--- config.mk ---
export PLATFORM = sky130hd
export DESIGN_NAME = vliw_loader
export DESIGN_NICKNAME = d
export VERILOG_FILES = /design/src/rtl/vliw_pkg.sv /design/src/rtl/vliw_loader_bundle_packer.sv /design/src/rtl/vliw_loader.sv
export SDC_FILE = /design/constraint.sdc
export NUM_CORES = 1
export LEC_CHECK = 0
export ABC_CLOCK_PERIOD_IN_PS = 1900
export BUFFER_PORTS_ARGS = -buffer_cell sky130_fd_sc_hd__buf_2
export CAP_MARGIN = 40
export CORE_UTILIZATION = 47
export CTS_CLUSTER_SIZE = 10
export DETAILED_ROUTE_END_ITERATION = 6
export GPL_TIMING_DRIVEN = 0
export PLACE_DENSITY = 0.81
export SLEW_MARGIN = 20
export SYNTH_ARGS = -nofsm -noshare
export SYNTH_HDL_FRONTEND = slang
export SYNTH_HIERARCHICAL = 1
export SYNTH_SLANG_ARGS = --single-unit
--- constraint.sdc ---
create_clock -name clk -period 1.9 [get_ports clk]
set_input_delay 0.19 -clock clk [delete_from_list [all_inputs] [get_ports clk]]
set_output_delay 0.19 -clock clk [all_outputs]
set_load 0.05 [all_outputs]
--- src/rtl/vliw_pkg.sv ---
// Shared types and constants for the VLIW program loader.
// Optional checksum: define VLIW_LOADER_CHECKSUM_EN.
package vliw_pkg;

  localparam int WORD_W = 32;
  localparam logic [WORD_W-1:0] NOP_WORD = 32'h0000_0000;

  typedef enum logic [1:0] {
    LOAD,
    WRITE,
    RUN
  } ld_state_e;

endpackage

--- src/rtl/vliw_loader_bundle_packer.sv ---
// Slot register array and slot counter for one VLIW bundle.
// Slots above the current word read as NOP, so a short bundle is padded.
module bundle_packer
  import vliw_pkg::*;
#(
  parameter int CORES = 1
) (
  input  logic                    clk,
  input  logic                    rst_n,
  input  logic                    clr,
  input  logic                    push,
  input  logic                    last,
  input  logic [WORD_W-1:0]       data,
  output logic [WORD_W*CORES-1:0] bundle,
  output logic                    full
);

  localparam int SW = (CORES > 1) ? $clog2(CORES) : 1;

  logic [SW-1:0]     slot;
  logic [WORD_W-1:0] regs [CORES];

  assign full = (slot == SW'(CORES - 1)) || last;

  always_ff @(posedge clk or negedge rst_n) begin
    if (!rst_n) begin
      slot <= '0;
      for (int i = 0; i < CORES; i++)
        regs[i] <= NOP_WORD;
    end else if (clr) begin
      slot <= '0;
    end else if (push) begin
      regs[slot] <= data;
      slot <= full ? '0 : slot + 1'b1;
    end
  end

  // Packed view includes the word being accepted this cycle.
  always_comb begin
    bundle = '0;
    for (int i = 0; i < CORES; i++) begin
      if (SW'(i) < slot)
        bundle[i*WORD_W +: WORD_W] = regs[i];
      else if (SW'(i) == slot)
        bundle[i*WORD_W +: WORD_W] = data;
      else
        bundle[i*WORD_W +: WORD_W] = NOP_WORD;
    end
  end

endmodule

--- src/rtl/vliw_loader.sv ---
// Loads a program into instruction memory as VLIW bundles, holding the CPU.
// Optional checksum: define VLIW_LOADER_CHECKSUM_EN.
module vliw_loader
  import vliw_pkg::*;
#(
  parameter int CORES = 1,
  parameter int DEPTH = 1024
) (
  input  logic                    clk,
  input  logic                    rst_n,
  input  logic                    in_valid,
  output logic                    in_ready,
  input  logic [WORD_W-1:0]       in_data,
  input  logic                    in_last,
  input  logic                    reload,
  output logic                    im_we,
  output logic [31:0]             im_addr,
  output logic [WORD_W*CORES-1:0] im_data,
  output logic                    cpu_hold,
  output logic                    done,
  output logic                    err,
  output logic [WORD_W-1:0]       checksum
);

  localparam int CW = $clog2(DEPTH + 1);

  ld_state_e               state;
  logic [CW-1:0]           count;
  logic                    last_q;
  logic                    accept;
  logic                    restart;
  logic                    full;
  logic [WORD_W*CORES-1:0] bundle;

  assign accept  = in_valid && in_ready;
  assign restart = (state == RUN) && reload;

  bundle_packer #(
    .CORES (CORES)
  ) u_pack (
    .clk    (clk),
    .rst_n  (rst_n),
    .clr    (restart),
    .push   (accept),
    .last   (in_last),
    .data   (in_data),
    .bundle (bundle),
    .full   (full)
  );

  always_ff @(posedge clk or negedge rst_n) begin
    if (!rst_n) begin
      state    <= LOAD;
      count    <= '0;
      last_q   <= 1'b0;
      in_ready <= 1'b1;
      im_we    <= 1'b0;
      im_addr  <= '0;
      im_data  <= '0;
      cpu_hold <= 1'b1;
      done     <= 1'b0;
      err      <= 1'b0;
    end else begin
      im_we <= 1'b0;
      unique case (state)
        LOAD: begin
          if (accept && full) begin
            state    <= WRITE;
            in_ready <= 1'b0;
            last_q   <= in_last;
            // Past capacity, keep draining but never write.
            if (count < CW'(DEPTH)) begin
              im_we   <= 1'b1;
              im_addr <= 32'(count) << 2;
              im_data <= bundle;
              count   <= count + 1'b1;
            end else begin
              err <= 1'b1;
            end
          end
        end
        WRITE: begin
          if (last_q) begin
            state    <= RUN;
            cpu_hold <= 1'b0;
            done     <= !err;
          end else begin
            state    <= LOAD;
            in_ready <= 1'b1;
          end
        end
        RUN: begin
          if (reload) begin
            state    <= LOAD;
            count    <= '0;
            last_q   <= 1'b0;
            err      <= 1'b0;
            done     <= 1'b0;
            cpu_hold <= 1'b1;
            in_ready <= 1'b1;
          end
        end
        default: state <= LOAD;
      endcase
    end
  end

`ifdef VLIW_LOADER_CHECKSUM_EN
  always_ff @(posedge clk or negedge rst_n) begin
    if (!rst_n)
      checksum <= '0;
    else if (restart)
      checksum <= '0;
    else if (accept)
      checksum <= checksum ^ in_data;
  end
`else
  assign checksum = '0;
`endif

endmodule

==> flow_metrics.py <==
metrics = {
    "drt": {
        "wl_per_cell_um": 14.2,
        "vias_per_cell": 4.81,
        "vias": 3216,
        "routed_wl_um": 9490,
        "dr.pass1.iters": 4,
        "drc": 0,
        "ant_nets": 0,
        "drtIter0Drc": 71,
    },
    "timing": {
        "finalCritPeriodShare_pct": 98.6,
        "fin_skew_ps": 12.5,
        "hold_ws_ps": 68.2,
        "hold_viol": 0,
        "timing.fmax_ghz": 0.534,
        "setup_tns_ps": 0,
        "rsz0062_at_grt": "true",
        "fin_crit_ps": 1870,
        "maxSlewViolCount": 0,
        "setup_viol": 0,
        "setup_slack_ps": 25.9,
    },
    "synthesis": {
        "synth_flop_cell": "dfrtp_1",
        "synth_area_per_cell_um2": 13.0,
        "syn_area_mm2": 0.00474,
        "synth_cell_types": 47,
        "yosysSeqAreaShare_pct": 50.2,
        "synthArstFlopShare_pct": 100,
        "synth_edf_count": 0,
        "synth_top_area_share_pct": 49.1,
        "yosys.area.top_type": "dfrtp_1",
        "yosysMostFrequentCell": "mux2_2",
        "synth_warnings": 6,
        "ys_ff_latch": 95,
        "synth_cells": 364,
        "ys_top_cells_by_count": "mux2_2, dfrtp_1, buf_4, nand2_1, o21ai_0",
        "synth_area_leaders": "dfrtp_1, mux2_2, buf_4",
    },
    "power": {
        "leakage_nw": 3.27,
        "ir_drop_v": 0.000293,
        "finalPower_mw": 3.63,
        "p_per_area_mw_per_mm2": 590,
    },
    "critical_path": {
        "arrival_ps": 2180,
        "reg2reg_depth": 7,
        "reg2reg_from": "state[0]",
        "cp.required_ps": 2200,
        "cp-end-kind": "flip-flop",
        "worst-path-max-fanout": 8,
        "cp-startpoint": "state[0]",
        "endpoint": "count[8]",
        "r2r_slack_ps": 30,
        "crit_type": "flip-flop to flip-flop",
        "cp-start-kind": "flip-flop",
        "r2r_end": "count[8]",
    },
    "floorplan": {
        "rows": 36,
        "dieArea_mm2": 0.0105,
        "io_pins": 138,
        "die_y_um": 102,
        "die_w_um": 102,
        "core_mm2": 0.00977,
        "start_util_pct": 48.5,
    },
    "clocking": {
        "cts_buffer_depth": 2,
        "cts.htree.levels": 3,
        "tritoncts": "yes",
        "cts.sinks": 95,
        "cts_buffers": 9,
        "insertion_delay_ps": 350,
        "cts-root-buf": "clkbuf_8",
        "path_clk_slew_ps": 90,
    },
    "placed_design": {
        "gp_congestion": 0.885,
        "post-place-ws_ps": -322,
        "io_buffers": 84,
        "dp_hpwl_um": 6530,
    },
    "global_routing": {
        "grt_max_degree": 55,
        "grt-ovfl-total": 0,
        "antenna_found_initial": 0,
        "gr-usage-all-layers_pct": 18.8,
        "grt_pass1_wl_um": 14900,
        "grt_pass1_vias": 3144,
    },
    "finish": {
        "drive_gt1_share_pct": 58.4,
        "nNetsFinal": 572,
        "diodes": 0,
        "syn_to_final_growth_pct": 29.8,
    },
    "status": {
        "status": "completed",
    },
    "hold_path": {
        "hp-class": "input pin to flip-flop",
    },
    "flow_run": {
        "max_cap_violations": 0,
    },
}
-- state kept, by name, summed over array words and instances, names as in the netlist --
| register | count |
|---|---|
| im_data | 32 |
| u_pack/regs | 32 |
| count | 11 |
| im_addr | 11 |
| state | 2 |
| cpu_hold | 1 |
| done | 1 |
| err | 1 |
| im_we | 1 |
| in_ready | 1 |
| last_q | 1 |
| u_pack/slot | 1 |
-- critical path: stages, from the launching register on --
cell,delay [ps]
dfrtp_1,400
inv_2,120
ha_4,160
buf_6,140
o211ai_1,120
or3_4,410
or4_1,390
nand2_1,70
-- logic make-up (layout without fill, tap and decap cells) --
kind of cell	Yosys count	count (layout)	share of synthesized area, %
mux	110	110	26.0
other cells	1	53	0.0791
buf+inv	75	195	11.6
flops	95	95	50.2
fa+ha+maj	4	4	1.06
simple gates	44	44	5.91
compound gates	35	35	5.09
-- stage by stage --
step	util [%]	instance area (µm²)	std cells
after floorplan	-	4960	416
after global placement	56.7	5540	633
after detailed placement	57.1	5580	634
after CTS	61.4	6000	664
after global routing	63.0	6160	669
final	63.0	6160	669
-- power breakdown --
group | internal [mW] | switching (mW)
Clock | 0.512 | 0.652
Sequential | 2.02 | 0
Combinational | 0.137 | 0.308
Total | 2.67 | 0.960
-- worst min path at each step --
stage | startpoint | to | slack [ps] | cells past startpoint
3_5_place_dp | rst_n | done | 130 | 1
4_1_cts | in_data[31] | u_pack/regs[31] | 50 | 2
5_1_grt | in_data[2] | u_pack/regs[2] | 50 | 2
6_report | in_data[31] | u_pack/regs[31] | 70 | 2
3_3_place_gp | in_data[31] | u_pack/regs[31] | 420 | 2
2_1_floorplan | rst_n | count[0] | -110 | 0
-- metal layers --
layer	track usage, %	vias to the layer above	share of wire, %
li1	-	1528	-
met4	8.79	0	1.5
met3	3.42	13	4.9
met5	0	-	0
met1	22.6	1567	41
met2	32.6	108	53
-- timing repair --
| item | CTS | global route |
|---|---|---|
| hold endpoints to repair | 39 | 0 |
| setup buffers | 13 | 5 |
| setup endpoints to repair | 84 | 65 |
| hold buffers | 1 | 0 |
| gates resized for setup | 24 | 26 |
| pin swaps | 4 | 3 |
| cloned | 1 | 2 |
-- layout make-up --
| class | instances | area [µm²] |
|---|---|---|
| fill | 773 | 3620 |
| sequential | 95 | 2380 |
| multi-input combinational | 246 | 2120 |
| timing repair buffer | 106 | 689 |
| buffer | 67 | 604 |
| tap | 133 | 166 |
| clock buffer | 13 | 149 |
| inverter | 6 | 27.5 |
| clock inverter | 3 | 18.8 |
-- cell usage in the layout (no fill, tap or decap), types with 2 or more instances in the layout --
master / n
nand3_2: 2
a21oi_1: 4
buf_6: 8
nand3_1: 3
mux2_2: 99
nor3b_1: 2
clkinv_2: 2
nand2b_1: 4
ha_4: 2
nor2b_1: 2
dfstp_2: 2
buf_8: 2
clkbuf_8: 10
buf_4: 66
buf_12: 7
clkbuf_1: 3
inv_2: 2
or3_4: 2
mux2_1: 4
mux2i_1: 3
ha_1: 2
a41oi_1: 3
o21ai_1: 2
o21ai_0: 9
clkbuf_16: 3
o22ai_1: 2
buf_2: 85
nor4_1: 2
o211ai_1: 2
o31ai_1: 2
o41ai_1: 2
nand2_1: 11
inv_1: 3
conb_1: 53
dfrtp_1: 93
mux2_4: 4
(Power assumes the default switching activity.)
